<file path="config.mk">
export PLATFORM = sky130hd
export DESIGN_NAME = hs_cdc_src
export DESIGN_NICKNAME = d
export VERILOG_FILES = /design/src/rtl/hs_cdc_src.sv
export SDC_FILE = /design/constraint.sdc
export NUM_CORES = 1
export LEC_CHECK = 0
export CORE_AREA = 2 2 77 65
export CTS_CLUSTER_DIAMETER = 100
export CTS_CLUSTER_SIZE = 14
export DETAILED_ROUTE_END_ITERATION = 16
export DIE_AREA = 0 0 79 67
export PLACE_DENSITY = 0.73
export SYNTH_ARGS = -nofsm -noshare
export SYNTH_HDL_FRONTEND = slang
export SYNTH_SLANG_ARGS = --single-unit
export TNS_END_PERCENT = 50
</file>
<file path="constraint.sdc">
create_clock -name clk_i -period 1.9 [get_ports clk_i]
set_clock_uncertainty 0.2 [all_clocks]
set_input_delay 0.285 -clock clk_i [delete_from_list [all_inputs] [get_ports clk_i]]
set_output_delay 0.285 -clock clk_i [all_outputs]
set_load 0.1 [all_outputs]
</file>
<file path="src/rtl/hs_cdc_src.sv">
// hs_cdc_src: source-domain end of a two-phase (toggle) req/ack crossing.
// A word accepted on the valid/ready side is parked on xfer_data_o, then one
// cycle later xfer_req_o toggles. The block waits until the synchronized
// acknowledge level matches the request level before accepting another word.
// A sticky timeout flags an acknowledge that is overdue, but the transfer is
// never aborted: a late acknowledge still completes it normally.
module hs_cdc_src #(
  parameter int DATA_W      = 8,
  parameter int SYNC_STAGES = 2,    // legal range 2..4
  parameter int TIMEOUT_CYC = 1024  // legal range >= 2
) (
  input  logic              clk_i,
  input  logic              rst_i,
  input  logic [DATA_W-1:0] in_data_i,
  input  logic              in_valid_i,
  output logic              in_ready_o,
  output logic [DATA_W-1:0] xfer_data_o,
  output logic              xfer_req_o,
  input  logic              xfer_ack_i,
  output logic              done_o,
  output logic              timeout_o,
  input  logic              clr_err_i,
  output logic [15:0]       xfer_cnt_o
);

  // Wait counter must be able to hold TIMEOUT_CYC itself (saturation value).
  localparam int CNT_W = $clog2(TIMEOUT_CYC + 1);
  localparam logic [CNT_W-1:0] WAIT_MAX  = CNT_W'(TIMEOUT_CYC);
  localparam logic [CNT_W-1:0] WAIT_LAST = CNT_W'(TIMEOUT_CYC - 1);
  localparam logic [CNT_W-1:0] WAIT_ONE  = CNT_W'(1);

  typedef enum logic [1:0] {
    ST_IDLE  = 2'd0,
    ST_SETUP = 2'd1,
    ST_WAIT  = 2'd2
  } state_t;

  state_t              state_reg, state_next;
  logic [DATA_W-1:0]   data_reg, data_next;
  logic                req_reg, req_next;
  logic                busy_reg, busy_next;
  logic                done_reg, done_next;
  logic                timeout_reg, timeout_next;
  logic [CNT_W-1:0]    wait_cnt_reg, wait_cnt_next;
  logic [15:0]         xfer_cnt_reg, xfer_cnt_next;

  logic                ack_s;
  logic                ack_match;
  logic                timeout_set;

  // ------------------------------------------------------------------------
  // Acknowledge synchronizer. xfer_ack_i is asynchronous to clk_i; it is only
  // ever read by the first stage below, and everything else uses ack_s.
  // ------------------------------------------------------------------------
  for (genvar gi = 0; gi < SYNC_STAGES; gi++) begin : g_sync
    logic stage_reg;
    if (gi == 0) begin : g_first
      // First stage samples the raw asynchronous acknowledge level.
      always_ff @(posedge clk_i) begin
        if (rst_i) stage_reg <= 1'b0;
        else       stage_reg <= xfer_ack_i;
      end
    end else begin : g_next
      // Later stages only resolve metastability of the previous stage.
      always_ff @(posedge clk_i) begin
        if (rst_i) stage_reg <= 1'b0;
        else       stage_reg <= g_sync[gi-1].stage_reg;
      end
    end
  end

  assign ack_s     = g_sync[SYNC_STAGES-1].stage_reg;
  // Two-phase protocol: the destination has consumed the word once its ack
  // level has caught up with our request level.
  assign ack_match = (ack_s == req_reg);

  // ------------------------------------------------------------------------
  // State and datapath registers.
  // ------------------------------------------------------------------------
  // All registers clear on reset, which also drops any word in flight.
  always_ff @(posedge clk_i) begin
    if (rst_i) begin
      state_reg    <= ST_IDLE;
      data_reg     <= '0;
      req_reg      <= 1'b0;
      busy_reg     <= 1'b0;
      done_reg     <= 1'b0;
      timeout_reg  <= 1'b0;
      wait_cnt_reg <= '0;
      xfer_cnt_reg <= '0;
    end else begin
      state_reg    <= state_next;
      data_reg     <= data_next;
      req_reg      <= req_next;
      busy_reg     <= busy_next;
      done_reg     <= done_next;
      timeout_reg  <= timeout_next;
      wait_cnt_reg <= wait_cnt_next;
      xfer_cnt_reg <= xfer_cnt_next;
    end
  end

  // ------------------------------------------------------------------------
  // Next-state logic: IDLE -> SETUP on accept, SETUP lasts one cycle so the
  // data bus settles before the request toggles, WAIT until ack catches up.
  // ------------------------------------------------------------------------
  always_comb begin
    state_next = state_reg;
    unique case (state_reg)
      ST_IDLE:  if (in_valid_i) state_next = ST_SETUP;
      ST_SETUP: state_next = ST_WAIT;
      ST_WAIT:  if (ack_match) state_next = ST_IDLE;
      default:  state_next = ST_IDLE;
    endcase
  end

  // Timeout fires only on the cycle the counter reaches its limit, so a
  // saturated counter does not keep re-asserting after software clears it.
  assign timeout_set = (state_reg == ST_WAIT) && !ack_match && (wait_cnt_reg == WAIT_LAST);

  // ------------------------------------------------------------------------
  // Output / datapath next values, all registered.
  // ------------------------------------------------------------------------
  always_comb begin
    data_next     = data_reg;
    req_next      = req_reg;
    done_next     = 1'b0;
    wait_cnt_next = wait_cnt_reg;
    xfer_cnt_next = xfer_cnt_reg;

    unique case (state_reg)
      ST_IDLE: begin
        if (in_valid_i) data_next = in_data_i;
      end
      ST_SETUP: begin
        req_next      = ~req_reg;
        wait_cnt_next = '0;
      end
      ST_WAIT: begin
        if (ack_match) begin
          done_next     = 1'b1;
          xfer_cnt_next = xfer_cnt_reg + 16'd1;   // wraps silently at 2^16
        end else if (wait_cnt_reg != WAIT_MAX) begin
          wait_cnt_next = wait_cnt_reg + WAIT_ONE;
        end
      end
      default: begin
        data_next = data_reg;
      end
    endcase

    // Set has priority over clear so a timeout coinciding with a clear is
    // not lost.
    if (timeout_set)    timeout_next = 1'b1;
    else if (clr_err_i) timeout_next = 1'b0;
    else                timeout_next = timeout_reg;

    // Ready is registered: it reflects the state we are about to enter.
    busy_next = (state_next != ST_IDLE);
  end

  assign in_ready_o  = ~busy_reg;
  assign xfer_data_o = data_reg;
  assign xfer_req_o  = req_reg;
  assign done_o      = done_reg;
  assign timeout_o   = timeout_reg;
  assign xfer_cnt_o  = xfer_cnt_reg;

endmodule
</file>
==> metrics.md, run 1 <==
| Metric | Value |
|---|---|
| DR vias | ~1900 |
| Crit path DAT | about 1900 ps |
| Final standard cell area without fillers | ~0.003 sq mm |
| DRC Markers | 0 |
| Row count | 22 |
| Tot GR Track Use | 0.201 |
| CP Launch Point | xfer_req_o |
| I/O pin total | 41 |
| Avg WL per Cell | 13.9 um |
| Crit start category | flop |
| Htree depth | 2 |
| Die area | approximately 0.0053 sq mm |
| Final Max Tran Viols | 0 |
| Cell area after synthesis | between 0.0015 and 0.002 sq mm |
| CP max FO | 6 |
| Synth unique cells | 44 |
| Worst-margin pin slew | about 380 ps |
| Top cells by count, synth | 43 x dfxtp_1, 24 x nor2_1, 15 x a21oi_1, 11 x nand4_1, 10 x nand3_1 |
| Hold Crit Class | reg2reg |
| Area fraction of the dominant cell type after synthesis | 0.438 |
| Worst R2R Setup Slack | 60 ps |
| Slew headroom | 0.748 |
| Via density | 5.37 |
| Die H | between 60 and 70 um |
| Clock Pin Slew Worst Setup and Hold Paths | 80 ps |
| Area Growth Syn to Fin | 57.1% |
| TritonRoute pass-1 iters | 4 |
| CTS tree | built |
| Longest Clk Path Bufs | 2 |
| Placeable core area | around 0.0045 sq mm |
| Final hold vios | 0 |
| Detailed-placement wirelength estimate | around 3400 um |
| Number of synthesized flops with an enable pin | 0 |
| ANT cells | 0 |
| Worst skew pair latency | 300 ps |
| Finish-stage setup viols | 0 |
| Yosys reg bits | 43 |
| Placer Congestion | 0.884 |
| Area of the multi-input gates | 0.00107 sq mm |
| FF-to-FF End | xfer_cnt_o[14] |
| Antenna Nets Post-Route | 0 |
| Filler Cell Count | 340 |
| IO buf count | 40 |
| # nets final | 300 |
| Most instantiated library cell after synthesis | dfxtp_1 |
| Drt total wl | 4800 um |
| TritonCTS buffer count | 5 |
| Setup crit end | xfer_cnt_o[14] |
| FF+latch area | 915 sq um |
| Chip Width | between 70 and 80 um |
| Starting density of the core | 0.441 |
| Leak | approximately 1.1 nW |
| CP Class | reg2reg |
| FF-to-FF Start | xfer_req_o |
| Async SR Flop Fraction | 0 |
| Largest net degree at the start of global routing | 17 |
| R2r worst-path depth | 4 |
| Largest cells by area after synthesis | dfxtp_1 44%, nor2_1 4.6%, mux2i_1 4.1% |
| Critical Path RT | 1930 ps |
| Avg Inst Size Synth | 8.93 sq um |
| Grt ovf | 0 |
| Status | finished clean |
| Tmin final | 1840 ps |
| Max Fclk | 544 MHz |
| YS warnings | 0 |
| Max cap viols | 0 |
| Seq/Total Area, Yosys | 0.438 |
| Placed Area | ~0.0029 sq mm |
| Total chip power | 1.94 mW |
| Initial drt markers | 102 |
| Power per cell area | between 600 and 700 mW/mm^2 |
| Initial antenna violation count | 0 |
| Area leader, netlist | dfxtp_1 |
| Mapped Nets | 236 |
| VDD IR-drop max | 434 uV |
| Vias in the first global route | 1762 |
| CTS Hold Bufs | 0 |
| Global-route wire length before repair | around 8000 um |
| CTS sink count | 43 |
| Share of layout cells above drive strength 1 | 0.340 |
| Crit end category | flop |
| CTS root buf | clkbuf_8 |
| Top_reg_cell synth | dfxtp_1 |
| Period utilisation layout | 0.967 |
| Post-synthesis cell count | 220 |
| Max reg flops | 16 |
## worst max-delay path: stages (launching register included)
cell	delay, ps
dfxtp_4	380
xor2_4	200
or3_4	420
or4_1	420
a21oi_1	150
## how the worst min path moves through the flow
stage / to / cells after the start / slack [ps] / startpoint
5_1_grt: ack_s / 1 / 260 / g_sync[0].stage_reg
4_1_cts: ack_s / 1 / 270 / g_sync[0].stage_reg
6_report: ack_s / 1 / 260 / g_sync[0].stage_reg
3_5_place_dp: ack_s / 1 / 240 / g_sync[0].stage_reg
3_3_place_gp: ack_s / 1 / 220 / g_sync[0].stage_reg
2_1_floorplan: state_reg[1] / 1 / 160 / rst_i
## layout by cell type, fill, tap and decap left out, types with 2 or more instances in the layout
cell | Yosys | final
buf_4 | 0 | 29
buf_12 | 0 | 28
nor2_1 | 24 | 24
dfxtp_1 | 43 | 24
a21oi_1 | 15 | 14
clkdlybuf4s50_1 | 0 | 12
dfxtp_4 | 0 | 12
nand4_1 | 11 | 11
nand3_1 | 10 | 9
inv_1 | 8 | 8
nand2_1 | 8 | 8
o21ai_0 | 8 | 8
mux2i_1 | 8 | 8
dfxtp_2 | 0 | 7
clkbuf_8 | 0 | 7
or3_1 | 7 | 6
o211ai_1 | 5 | 5
or4_1 | 5 | 5
xnor2_1 | 6 | 5
nor2b_1 | 4 | 4
o31ai_1 | 4 | 4
xor2_1 | 4 | 4
and4_1 | 4 | 3
nor3_1 | 3 | 3
a311oi_1 | 3 | 3
o21a_1 | 3 | 3
nor4_1 | 3 | 3
and3_1 | 2 | 2
ha_1 | 3 | 2
## metal layers
metal / vias to the layer above / global-route usage / share of wire
met2: 56 / 0.294 / 0.43
met1: 851 / 0.265 / 0.47
met5: - / 0 / 0
li1: 935 / - / -
met4: 0 / 0.0797 / 0.020
met3: 12 / 0.0772 / 0.077
## cell type report
| type | instances | area share |
|---|---|---|
| sequential | 43 | 0.296 |
| multi-input combinational | 157 | 0.346 |
| clock buffer | 8 | 0.0324 |
| timing repair buffer | 69 | 0.291 |
| tap | 60 | 0.0243 |
| inverter | 8 | 0.00973 |
## kinds of logic (layout without fill, tap and decap cells)
logic type                 after synthesis  count (layout)  synth area share
DFF                                     43              43             0.438
adders and majority gates                3               3            0.0191
buffers and inverters                   20              85            0.0465
AOI/OAI and AO/OA                       46              46             0.154
xor gates and xnor gates                11              11            0.0529
and+or+nand+nor                         89              89             0.249
muxes                                    8               8            0.0408
## stage by stage
stage,utilization,worst slack (ps),cells,hold WS [ps],setup TNS (ps)
global route,0.692,-2.98,345,264,-2.98
detailed placement,0.655,90.9,333,237,0
global placement,0.655,99.8,333,223,0
CTS,0.678,20.7,341,269,0
floorplan,-,-124,220,161,-187
finish,0.692,62.5,345,256,0
## report_power, final
part | leakage (nW) | switching (mW) | internal, mW
clock | 0.0515 | 0.309 | 0.332
combinational | 0.699 | 0.215 | 0.153
sequential | 0.362 | 0.0262 | 0.909
## what timing repair did
item | CTS | global route
gates resized for setup | 0 | 9
setup endpoints to repair | 0 | 9
buffers inserted | 0 | 4
Note: power is estimated with default switching activity, not from simulation.
==> run 2: changes to the inputs <==
--- a/config.mk
+++ b/config.mk
@@ -5,6 +5,7 @@
 export SDC_FILE = /design/constraint.sdc
 export NUM_CORES = 1
 export LEC_CHECK = 0
+export ABC_CLOCK_PERIOD_IN_PS = 1900
 export CORE_AREA = 2 2 77 65
 export CTS_CLUSTER_DIAMETER = 100
 export CTS_CLUSTER_SIZE = 14
==> results of run 2 <==
No change in the layout: final DEF, timing and power equal those of run 1.
==> run 3: changes to the inputs <==
--- a/config.mk
+++ b/config.mk
@@ -6,12 +6,12 @@
 export NUM_CORES = 1
 export LEC_CHECK = 0
 export ABC_CLOCK_PERIOD_IN_PS = 1900
-export CORE_AREA = 2 2 77 65
+export CORE_AREA = 2 2 82 68
 export CTS_CLUSTER_DIAMETER = 100
 export CTS_CLUSTER_SIZE = 14
 export DETAILED_ROUTE_END_ITERATION = 16
-export DIE_AREA = 0 0 79 67
-export PLACE_DENSITY = 0.73
+export DIE_AREA = 0 0 84 70
+export PLACE_DENSITY = 0.66
 export SYNTH_ARGS = -nofsm -noshare
 export SYNTH_HDL_FRONTEND = slang
 export SYNTH_SLANG_ARGS = --single-unit
==> metrics.md, run 3 (synthesis results as in run 1) <==
| Metric | Value |
|---|---|
| Worst hold stages | 1 |
| TritonCTS buffer count | 5 |
| Detailed-placement wirelength estimate | 3400 um |
| TritonRoute pass-1 iters | 4 |
| VDD IR-drop max | 589 uV |
| Period utilisation layout | 0.963 |
| Row count | 24 |
| CTS Hold Bufs | 0 |
| Initial drt markers | 157 |
| CP max stage cell | or3_4 |
| Largest net degree at the start of global routing | 27 |
| Most common cell after layout, fill and taps aside | buf_12 |
| Starting density of the core | 0.378 |
| Final hold vios | 0 |
| Leak | between 1 and 1.5 nW |
| Worst setup margin | 69.4 ps |
| Worst R2R Setup Slack | approximately 69 ps |
| Crit path DAT | between 1500 and 2000 ps |
| Status | finished clean |
| Vias in the first global route | 1757 |
| Post-CTS Setup Bufs | 0 |
| Layout Cells excl Fill | ~340 |
| Power per cell area | ~620 mW/mm^2 |
| R2r worst-path depth | 4 |
| Max Fclk | between 500 and 600 MHz |
| Hold EP | ack_s |
| CTS root buf | clkbuf_8 |
| Placeable core area | 0.00519 sq mm |
| Antenna Nets Post-Route | 0 |
| Share of layout cells above drive strength 1 | 0.319 |
| Die H | 70 um |
| Finish-stage setup viols | 0 |
| Htree depth | 2 |
| Max reg flops | 16 |
| Grt ovf | 0 |
| Placed cells | 330 |
| CTS sink count | 43 |
| Longest Clk Path Bufs | 2 |
| Via density | 5.36 |
| Area Growth Syn to Fin | 52.9% |
| Placer Congestion | 0.817 |
| Max cap viols | 0 |
| FF-to-FF End | xfer_cnt_o[14] |
| Die area | 0.00588 sq mm |
| Worst skew pair latency | about 300 ps |
| Hold Crit Class | reg2reg |
| Total chip power | 1.87 mW |
| Critical Path RT | 1920 ps |
| ANT cells | 0 |
| I/O pin total | 41 |
| Post-place setup slack | 56.3 ps |
| Avg WL per Cell | 13.9 um |
| Tot GR Track Use | 0.173 |
| Hold Path Origin | g_sync[0].stage_reg |
| Setup TNS Final | 0 ps |
| CP Cell Sequence | xor2_4 -> or3_4 -> or4_1 -> a21oi_1 |
| Util after Layout | 0.578 |
| DRC Markers | 0 |
| # nets final | 288 |
| Crit end category | flop |
| CTS tree | built |
| CP Class | reg2reg |
| Drt total wl | 4690 um |
| Initial antenna violation count | 0 |
| IO buf count | 40 |
| Crit start category | flop |
| Final Max Tran Viols | 0 |
| Tmin final | 1830 ps |
| Max stage delay on crit path | roughly 410 ps |
| Chip Width | 84 um |
| DR vias | around 1800 |
| Slew headroom | 0.713 |
| CP max FO | 5 |
| Clock Pin Slew Worst Setup and Hold Paths | 80 ps |
| Worst-margin pin slew | around 420 ps |
| Global-route wire length before repair | 8250 um |
| FF-to-FF Start | xfer_req_o |
| Filler Cell Count | 474 |
| Commonest non-fill, non-tap cells in the layout | 29 x buf_12, 24 x nor2_1, 23 x dfxtp_1 |
## run 3: cell count changes in the layout (fill, tap and decap cells not counted), sizes merged
cell	change
clkbuf	-2
clkinv	+2
buf	-12
## run 3: through the flow
step                      hold slack [ps]  instance area (sq um)
after floorplan                       161                   2040
after global placement                219                   2880
after detailed placement              231                   2880
after CTS                             252                   2970
after global routing                  254                   3000
final                                 242                   3000
## run 3: what timing repair did
item	CTS	global route
endpoints found under the hold margin	0	0
resized for setup	0	12
endpoints found under the setup margin	0	11
## run 3: metal layers
layer / vias to the layer above / track usage / wire length (um)
met5: - / 0 / 0
met4: 0 / 0.0645 / 75
met3: 6 / 0.0556 / 277
met2: 44 / 0.257 / 2080
met1: 850 / 0.235 / 2260
li1: 911 / - / -
## run 3: worst max-delay path, delay by kind of cell (launching register included)
family	cells	cell delay (ps)
AOI/OAI and AO/OA	1	130
xor gates and xnor gates	1	200
DFF	1	400
and+or+nand+nor	2	820
## run 3: how the worst max path moves through the flow
stage / start / end / depth (start not counted)
after floorplan: xfer_cnt_o[0] / xfer_cnt_o[14] / 6
after global placement: wait_cnt_reg[1] / wait_cnt_reg[8] / 6
after detailed placement: xfer_req_o / xfer_cnt_o[14] / 4
after CTS: xfer_req_o / xfer_cnt_o[14] / 4
after global routing: xfer_req_o / xfer_cnt_o[14] / 4
final: xfer_req_o / xfer_cnt_o[14] / 4
## run 3: report_power, final
| group | total, mW | internal [mW] | switching, mW | leakage, nW |
|---|---|---|---|---|
| sequential | 0.936 | 0.908 | 0.0279 | 0.363 |
| combinational | 0.359 | 0.147 | 0.212 | 0.644 |
| clock | 0.573 | 0.259 | 0.314 | 0.0452 |
## run 3: area by class of cell
type                       instances  area [sq um]  area share
multi-input combinational        157          1070       0.355
tap                               65          81.3      0.0271
timing repair buffer              57           821       0.273
clock inverter                     2          13.8     0.00458
sequential                        43           918       0.306
inverter                           8          30.0      0.0100
clock buffer                       6          72.6      0.0242
